--- src/rtl/matmul_pkg.sv ---
// Shared state encoding and layout constants for the matmul writeback stage.
package matmul_pkg;

  typedef enum logic [2:0] {
    IDLE,
    HDR_R,
    HDR_C,
    DATA,
    DONE
  } state_t;

  localparam int unsigned HDR_BYTES  = 8;
  localparam int unsigned WORD_BYTES = 4;
  localparam int unsigned DATA_W     = 32;

endpackage

--- src/rtl/wb_fifo.sv ---
// Synchronous element FIFO between the result stream and the write port.
module wb_fifo #(
  parameter int unsigned WIDTH = 96,
  parameter int unsigned DEPTH = 4
) (
  input  logic             clk,
  input  logic             reset,
  input  logic             flush,
  input  logic             push,
  input  logic             pop,
  input  logic [WIDTH-1:0] wdata,
  output logic [WIDTH-1:0] rdata,
  output logic             full,
  output logic             empty
);

  localparam int unsigned PW = $clog2(DEPTH);

  logic [WIDTH-1:0] mem [DEPTH];
  logic [PW-1:0]    wr_ptr;
  logic [PW-1:0]    rd_ptr;
  logic [PW:0]      count;
  logic             do_push;
  logic             do_pop;

  assign full    = (count == (PW+1)'(DEPTH));
  assign empty   = (count == '0);
  assign do_pop  = pop && !empty;
  // A pop in the same cycle frees the slot the push lands in.
  assign do_push = push && (!full || do_pop);
  assign rdata   = mem[rd_ptr];

  always_ff @(posedge clk or negedge reset) begin
    if (!reset) begin
      wr_ptr <= '0;
      rd_ptr <= '0;
      count  <= '0;
    end else if (flush) begin
      wr_ptr <= '0;
      rd_ptr <= '0;
      count  <= '0;
    end else begin
      if (do_push) wr_ptr <= wr_ptr + PW'(1);
      if (do_pop)  rd_ptr <= rd_ptr + PW'(1);
      unique case ({do_push, do_pop})
        2'b10:   count <= count + (PW+1)'(1);
        2'b01:   count <= count - (PW+1)'(1);
        default: count <= count;
      endcase
    end
  end

  always_ff @(posedge clk) begin
    if (do_push) mem[wr_ptr] <= wdata;
  end

endmodule

--- src/rtl/matmul_writeback.sv ---
// Stores result matrix C as {rows, cols, row-major data} through a stallable write port.
module matmul_writeback
  import matmul_pkg::*;
#(
  parameter int unsigned FIFO_DEPTH = 4,
  parameter int unsigned AW         = 32
) (
  input  logic              clk,
  input  logic              reset,
  input  logic              start,
  input  logic [AW-1:0]     addr_c,
  input  logic [AW-1:0]     num_rows,
  input  logic [AW-1:0]     num_cols,
  input  logic              in_valid,
  output logic              in_ready,
  input  logic [AW-1:0]     in_i,
  input  logic [AW-1:0]     in_j,
  input  logic [DATA_W-1:0] in_data,
  output logic              mem_we,
  output logic [AW-1:0]     mem_addr,
  output logic [DATA_W-1:0] mem_wd,
  input  logic              mem_stall,
  output logic              busy,
  output logic              done,
  output logic              err_idx
);

  localparam int unsigned FIFO_W = 2*AW + DATA_W;

  state_t state, state_n;

  logic [AW-1:0]     base_q, rows_q, cols_q, total_q;
  logic [AW-1:0]     cnt, cnt_n;
  logic              we_n, err_n;
  logic [AW-1:0]     addr_n;
  logic [DATA_W-1:0] wd_n;

  logic              accept_start;
  logic              commit;
  logic              load;
  logic              pop;
  logic              push;
  logic              fifo_full, fifo_empty;
  logic [FIFO_W-1:0] fifo_rdata;
  logic [AW-1:0]     head_i, head_j;
  logic [DATA_W-1:0] head_data;
  logic              head_ok;
  logic [AW-1:0]     lin_idx;
  logic [AW-1:0]     elem_addr;

  assign accept_start = (state == IDLE) && start;
  assign commit       = mem_we && !mem_stall;
  assign busy         = (state != IDLE);
  assign done         = (state == DONE);
  assign in_ready     = !fifo_full &&
                        ((state == HDR_R) || (state == HDR_C) || (state == DATA));
  assign push         = in_valid && in_ready;

  assign {head_i, head_j, head_data} = fifo_rdata;
  assign head_ok   = (head_i < rows_q) && (head_j < cols_q);
  assign lin_idx   = head_i * cols_q + head_j;
  assign elem_addr = base_q + AW'(HDR_BYTES) + lin_idx * AW'(WORD_BYTES);

  wb_fifo #(
    .WIDTH(FIFO_W),
    .DEPTH(FIFO_DEPTH)
  ) u_fifo (
    .clk   (clk),
    .reset (reset),
    .flush (accept_start),
    .push  (push),
    .pop   (pop),
    .wdata ({in_i, in_j, in_data}),
    .rdata (fifo_rdata),
    .full  (fifo_full),
    .empty (fifo_empty)
  );

  always_comb begin
    state_n = state;
    we_n    = mem_we;
    addr_n  = mem_addr;
    wd_n    = mem_wd;
    cnt_n   = cnt;
    err_n   = err_idx;
    load    = 1'b0;
    pop     = 1'b0;

    unique case (state)
      IDLE: begin
        if (start) begin
          state_n = HDR_R;
          we_n    = 1'b1;
          addr_n  = addr_c;
          wd_n    = num_rows;
          cnt_n   = '0;
          err_n   = 1'b0;
        end
      end
      HDR_R: begin
        if (commit) begin
          state_n = HDR_C;
          addr_n  = base_q + AW'(WORD_BYTES);
          wd_n    = cols_q;
        end
      end
      HDR_C: begin
        if (commit) begin
          if (total_q == '0) begin
            state_n = DONE;
            we_n    = 1'b0;
          end else begin
            state_n = DATA;
            load    = 1'b1;
          end
        end
      end
      DATA: begin
        if (commit) cnt_n = cnt + AW'(1);
        if (cnt_n == total_q) begin
          state_n = DONE;
          we_n    = 1'b0;
        end else if (!mem_we || commit) begin
          load = 1'b1;
        end
      end
      DONE: begin
        state_n = IDLE;
        we_n    = 1'b0;
      end
      default: begin
        state_n = IDLE;
        we_n    = 1'b0;
      end
    endcase

    // The write register is refilled from the FIFO head whenever it is free;
    // out-of-range heads are consumed with the strobe low.
    if (load) begin
      we_n = 1'b0;
      if (!fifo_empty) begin
        pop = 1'b1;
        if (head_ok) begin
          we_n   = 1'b1;
          addr_n = elem_addr;
          wd_n   = head_data;
        end else begin
          err_n  = 1'b1;
        end
      end
    end
  end

  always_ff @(posedge clk or negedge reset) begin
    if (!reset) begin
      state    <= IDLE;
      mem_we   <= 1'b0;
      mem_addr <= '0;
      mem_wd   <= '0;
      cnt      <= '0;
      err_idx  <= 1'b0;
      base_q   <= '0;
      rows_q   <= '0;
      cols_q   <= '0;
      total_q  <= '0;
    end else begin
      state    <= state_n;
      mem_we   <= we_n;
      mem_addr <= addr_n;
      mem_wd   <= wd_n;
      cnt      <= cnt_n;
      err_idx  <= err_n;
      if (accept_start) begin
        base_q  <= addr_c;
        rows_q  <= num_rows;
        cols_q  <= num_cols;
        total_q <= num_rows * num_cols;
      end
    end
  end

endmodule

--- config.mk ---
export PLATFORM = sky130hd
export DESIGN_NAME = matmul_writeback
export DESIGN_NICKNAME = d
export VERILOG_FILES = /design/src/rtl/matmul_pkg.sv /design/src/rtl/wb_fifo.sv /design/src/rtl/matmul_writeback.sv
export SDC_FILE = /design/constraint.sdc
export NUM_CORES = 2
export LEC_CHECK = 0
export BUFFER_PORTS_ARGS = -buffer_cell sky130_fd_sc_hd__buf_4
export CORE_MARGIN = 4
export CORE_UTILIZATION = 64
export CTS_CLUSTER_DIAMETER = 200
export DETAILED_ROUTE_END_ITERATION = 8
export PLACE_DENSITY_LB_ADDON = 0.12
export SYNTH_ARGS = -nofsm -noshare
export SYNTH_HDL_FRONTEND = slang
export SYNTH_SLANG_ARGS = --single-unit
--- constraint.sdc ---
create_clock -name clk -period 13.85 [get_ports clk]
set_clock_uncertainty 0.05 [all_clocks]
set_input_delay 0 -clock clk [delete_from_list [all_inputs] [get_ports clk]]
set_output_delay 0 -clock clk [all_outputs]
set_load 0.05 [all_outputs]
# Yosys cells after proc, flatten, opt, wreduce, memory -nomap -nowiden
# Memory sizes are Yosys's and may differ from the RTL's.
# Cells that the tools add are included.
# totals
out_inout_bits	69
inputBits	197
latch_bits	0
romBits	0
elab_cells	120
ramBits	384
regBits	236
n_memories	1
# mem_list
name	depth	word_bits	read_ports	rd_clocked_by_memory_dff	write_ports	line_no	rtl
u_fifo.mem	4	96	1	0	1	wb_fifo.sv:19	logic [WIDTH-1:0] mem [DEPTH];
# op_classes
add_sub_neg	9
div	0
eq_ne	17
n_mul	2
bitwise	0
n_shift	0
reduce_logical	26
n_mux	50
n_lt_le_gt_ge	2
# op_table
operator	count
$mux 32	13
$pmux 32 s2	3
$lt 32x32->1	2
$add 32x1->32 const B	1
$add 32x3->32 const B	1
$add 32x32->32	1
$add 32x4->32 const B	1
$eq 32x32->1	1
$logic_not 32->1	1
$mul 32x32->30	1
$mul 32x32->32	1
$add 30x30->30	1
$mux 1	20
$mux 3	6
$pmux 3 s4	1
$mux 2	4
$ne 2x2->1 const B	4
$logic_and 1x1->1	7
$eq 3x2->1 const B	2
$eq 3x3->1 const B	2
$logic_not 3->1	2
$ne 3x2->1 const B	2
$ne 3x3->1 const B	2
$pmux 3 s2	1
16 further kinds	26

# Depth between registers and ports, before layout
# depth
depth_word	14
ltp_mapped	45
ltp_nobuf	39

# By module
# From an unflattened synthesis, not the netlist that was laid out.
# unflattened
hier_cells	5678
area_unflattened_um2	58767.6
# modules_own_cells
mod	area_per_inst_um2	cells_per_inst	instances
matmul_writeback	44381.3	5113	1
wb_fifo	14386.3	565	1

# Worst setup path before layout
# OpenSTA, ideal clock, no wires.
# synth_timing
path_type	register to register
startpoint	register u_fifo.rd_ptr[0]
endpoint	register mem_addr[31]
arrival_ps	9413
path_buffers	4
stages_incl_launch_ff	42
synth_period_minus_slack_ps	9599
required_ps	13664
path_slack_ps	4251
cell_sequence	dfrtp_1 buf_2 buf_2 mux4_2 clkbuf_1 and2_1 fa_1 fa_1 fa_1 inv_1 fa_1 inv_1 fa_1 inv_1 fa_1 inv_1 fa_1 fa_1 [6 not listed] a21oi_1 nor2_1 nor2_1 xnor2_1 ha_1 ha_1 clkbuf_1 a21oi_1 o21ai_0 o21ai_0 nand2b_1 o311a_1 o41ai_1 o21ai_0 a21o_1 a21oi_1 xnor2_1 mux2i_1
# synth_between
elab_chain_len	7
word_cells_on_any_way	10
cone_classes	add/sub (2); mul (1); order compare (2); mux (3); reduce/logical (1); memory (1)
# synth_lines
element	line_no	rtl
from (decl)	wb_fifo.sv:21	logic [PW-1:0] rd_ptr;
from (signal assigned)	wb_fifo.sv:44	if (do_pop) rd_ptr <= rd_ptr + PW'(1);
$mem_v2 4x96 *	n/a	
$mul 32x32->30	matmul_writeback.sv:61	assign lin_idx = head_i * cols_q + head_j;
$add 30x30->30	matmul_writeback.sv:61	
$add 32x32->32	matmul_writeback.sv:62	assign elem_addr = base_q + AW'(HDR_BYTES) + lin_idx * AW'(WORD_BYTES);
$mux 32 *	matmul_writeback.sv:143	if (head_ok) begin
$mux 32 *	matmul_writeback.sv:141	if (!fifo_empty) begin
$mux 32 *	matmul_writeback.sv:139	if (load) begin
named net addr_n[31]	matmul_writeback.sv:35	logic [AW-1:0] addr_n;
to (signal assigned)	matmul_writeback.sv:169	mem_addr <= addr_n;
to (decl)	matmul_writeback.sv:20	output logic [AW-1:0] mem_addr,
# Mark *: on every way through the listed nets, which the timed path passes. The rest lies on a longest branch.
# A chain may end at the register's enable or synchronous reset.

# Worst setup path in the final report
# Ends and elaborated chain as after synthesis.

==> results <==
- The setup TNS is 0 ps.
- The endpoint of the worst hold-timing path is u_fifo.mem[0][88]$_DFFE_PP_.
- The post-DP HPWL is between 100000 and 150000 um.
- The critical path's largest stage delay is 1120 ps.
- The number of iterations in the first detailed-routing pass is 6.
- The finished cells cover 0.06532 mm^2.
- Of the cells placed in the final design, the portion with a size suffix greater than 1 is 0.08784.
- In the synthesized netlist the dominant register cell turns out to be sky130_fd_sc_hd__edfxtp_1.
- The die is a little over 300 um wide.
- The worst reg-to-reg path cell count is 35.
- The die area is 0.09598 mm^2.
- Along the worst path, the maximum fanout reaches 34.
- The number of vias in the routed layout is ~43000.
- The clock sink count is 620.
- For this block, the routed nets add up to 169500 um of wire.
- The clock tree from TritonCTS is yes.
- Yosys mapped a number of flops with a built-in enable equal to approximately 380.
- In this run, synthesis produced a sequential element count of 620.
- The number of hold-slack violations in the final timing report is 0.
- The type of the worst setup path is reg -> reg.
- The clock period minus worst slack is 11490 ps.
- The number of nets in the synthesized netlist is 6990.
- The cell area that synthesis handed to floorplanning was approximately 0.058 mm^2.
- In this run the cell area measured after placement is ~0.06 mm^2.
- Setup violations remaining at the end of the flow were counted as 0.
- Counting along the longest clock path gives a buffer depth of 3.
- The share of synthesized area in the top cell type comes to 0.2713.
- The cell with the biggest individual delay on the critical path is sky130_fd_sc_hd__a2111oi_0.
- In this run the critical register-to-register path is launched from u_fifo.rd_ptr[0]$_DFFE_PN0P_.
- The share of synthesized registers carrying an async set or reset is 0.3806.
- The largest total area in the synthesized netlist belongs to sky130_fd_sc_hd__fa_1.
- The first global-routing pass estimated between 200000 and 300000 um of wire.
- Among all cell types in the netlist, the one instantiated most often is sky130_fd_sc_hd__inv_1.
- The detail route stage leaves a number of antenna-violating nets equal to 0.
- The number of max-slew violations in the final report is 0.
- The part of the cycle the worst path needs is 0.8294.
- The initial utilization of the core area, before any placement, comes to 0.6467.
- Setup repair after global routing left no endpoint under its margin.
- In this run the standard cell core region covers about 0.090 mm^2.
- The total overflow left after global routing is 0.
- At the end of routability-driven placement, the weighted congestion stood at about 0.96.
- The initialized floorplan defines 110 standard-cell rows.
- Sorting the synthesized cells by area gives the leading types as sky130_fd_sc_hd__fa_1 (27%), sky130_fd_sc_hd__edfxtp_1 (20%), sky130_fd_sc_hd__dfrtp_1 (10%).
- The element type at the critical path end is a flip-flop.
- The post-synthesis instance total is ~5600.
- The CTS H-tree depth is 3.
- The flow ran to the end, and the final reports show no timing, DRC or antenna violations.
- Clock tree synthesis selected as its root buffer the cell sky130_fd_sc_hd__clkbuf_16.
- For this block, the initial DRC count from the detailed router was around 4300.
- Derived from the worst setup path, the maximum achievable clock frequency is roughly 0.087 GHz.
- After detailed routing, the number of vias per cell comes to ~6.0.
- The overall global routing resource usage is 0.3649.
- The number of cells on the worst hold path is 2.
- At the worst endpoint, the arrival time is between 10000 and 15000 ps.
- After detailed routing, the number of remaining DRC violations is 0.
- The top-level I/O count is 266.
- The number of gates resized after CTS was 0.
- The worst register-to-register path has a setup slack of ~2400 ps.
- Compared with the post-synthesis result, the final layout area differs by 12.05%.
- Hold repair after CTS inserted just under 200 buffers.
- The clock reaches the later pin of the worst-skew pair after ~660 ps.
- In this run the tightest slew margin relative to its limit is 0.1528.
- Buffers added to address setup during post-CTS repair amount to 0.
- The number of antenna violations at the first check in global routing came to 12.
- Entering global routing, the biggest net connects between 90 and 100 pins.
- The netlist uses slightly above 70 different library cells.
- The start point of the worst min-delay path is in_i[24].
- After clock tree synthesis, the clock-pin slew on the worst setup and hold paths is roughly 60 ps.
- The data required time at the worst endpoint is between 10000 and 15000 ps.
- The worst hold-check path type is in -> reg.
- The number of global-route vias before repair is between 40000 and 50000.
- At the pin with the least slew margin, the transition time is between 1000 and 1500 ps.
- The worst register-to-register path ends at mem_addr[31]$_DFF_PN0_.
- The number of buffer cells added on primary ports is 265.
- The dominant cell type by count on the critical path is sky130_fd_sc_hd__xnor2_1.
- The number of buffers inserted during clock tree synthesis is 69.
- The mean instance size in the synthesized netlist is 10.34 um^2.
- The average wire per cell in the routed design is between 20 and 25 um.
- Sorting the synthesized cells by how often they occur yields sky130_fd_sc_hd__inv_1 (951), sky130_fd_sc_hd__nand2_1 (914), sky130_fd_sc_hd__fa_1 (790), sky130_fd_sc_hd__edfxtp_1 (384), sky130_fd_sc_hd__ha_1 (367).
- The critical path startpoint category is a flip-flop.
- During synthesis, Yosys emitted a total of 0 warnings.
- After the last flow step, the layout net total stands at about 7300.
- The total of max-cap violations is 0.
- From bottom edge to top edge, the die measures ~310 um.
- The sequential-to-total area share from yosys stat is 0.2991.
[cell type report]
cell class	count	area, um^2
multi-input combinational	3786	36230
fill	6366	24830
sequential	620	17440
timing repair buffer	503	4299
inverter	952	3573
clock buffer	92	1863
tap	1176	1471
clock inverter	35	421.7
antenna	6	15.01
[logic make-up after synthesis]
family                     share of synthesized area
adders and majority gates                     0.3501
and+or+nand+nor                               0.1299
buffers and inverters                        0.08001
AOI/OAI and AO/OA                            0.06063
DFF                                           0.2991
xor gates and xnor gates                     0.04072
muxes                                        0.03953
[critical path: cells and delay by family (launching register included)]
kind,cells,cell delay [ps]
AND/OR/NAND/NOR,3,800
flip-flops,1,730
adder cells (fa/ha/maj),10,3850
buffers and inverters,3,740
multiplexers,2,1020
XOR/XNOR,10,1820
AO/OA/AOI/OAI,7,2300
[metrics by stage]
stage,setup slack (ps),cells,hold WS [ps],util
3_3_place_gp,2615,6838,15.88,0.6768
6_report,2363,7170,38.14,0.7246
5_1_grt,1782,7167,28.73,0.7245
4_1_cts,2437,7164,1.851,0.7244
3_5_place_dp,2479,6838,18.40,0.6768
2_1_floorplan,4251,5636,-345.6,-
[how the worst max path moves through the flow]
stage | slack (ps) | start | end | cells after the start
6_report | 2360 | u_fifo.rd_ptr[0]$_DFFE_PN0P_ | mem_addr[31]$_DFF_PN0_ | 35
5_1_grt | 1780 | u_fifo.rd_ptr[0]$_DFFE_PN0P_ | mem_addr[31]$_DFF_PN0_ | 35
4_1_cts | 2440 | u_fifo.rd_ptr[0]$_DFFE_PN0P_ | mem_addr[31]$_DFF_PN0_ | 35
3_5_place_dp | 2480 | u_fifo.rd_ptr[0]$_DFFE_PN0P_ | mem_addr[31]$_DFF_PN0_ | 35
3_3_place_gp | 2610 | u_fifo.rd_ptr[0]$_DFFE_PN0P_ | mem_addr[31]$_DFF_PN0_ | 35
2_1_floorplan | 4250 | u_fifo.rd_ptr[0]$_DFFE_PN0P_ | mem_addr[31]$_DFF_PN0_ | 41
[cells in the final DEF, fill, tap and decap left out, types with 21 or more instances in the layout]
master                          count
sky130_fd_sc_hd__nand4_1           32
sky130_fd_sc_hd__nor3_1            32
sky130_fd_sc_hd__a222oi_1          25
sky130_fd_sc_hd__o31ai_1           21
sky130_fd_sc_hd__fa_1             790
sky130_fd_sc_hd__inv_1            951
sky130_fd_sc_hd__nand2_1          912
sky130_fd_sc_hd__a21oi_1          179
sky130_fd_sc_hd__o21ai_0          225
sky130_fd_sc_hd__mux4_2            95
sky130_fd_sc_hd__edfxtp_1         384
sky130_fd_sc_hd__nand3_1           44
sky130_fd_sc_hd__xor2_1            66
sky130_fd_sc_hd__nor2_1           188
sky130_fd_sc_hd__xnor2_1          205
sky130_fd_sc_hd__dfrtp_1          234
sky130_fd_sc_hd__buf_4            303
sky130_fd_sc_hd__ha_1             367
sky130_fd_sc_hd__and2_1           345
sky130_fd_sc_hd__a21o_1            35
sky130_fd_sc_hd__dlygate4sd3_1    198
sky130_fd_sc_hd__clkbuf_16         69
[state kept, by name, summed over array words and instances (netlist names)]
register       flops
state              3
u_fifo.wr_ptr      2
cols_q            32
cnt               32
base_q            32
u_fifo.mem       384
rows_q            32
total_q           32
err_idx            1
u_fifo.rd_ptr      2
mem_we             1
mem_wd            32
u_fifo.count       3
mem_addr          32
[per-layer routing]
layer / wire (um) / global-route usage
met3: 15670 / 0.07086
met1: 64000 / 0.4808
met5: 48 / 0
met4: 10260 / 0.1836
met2: 79480 / 0.5869
Power is not shown: default switching activity piles up to over one toggle a cycle in this logic, so the estimate is an artifact.
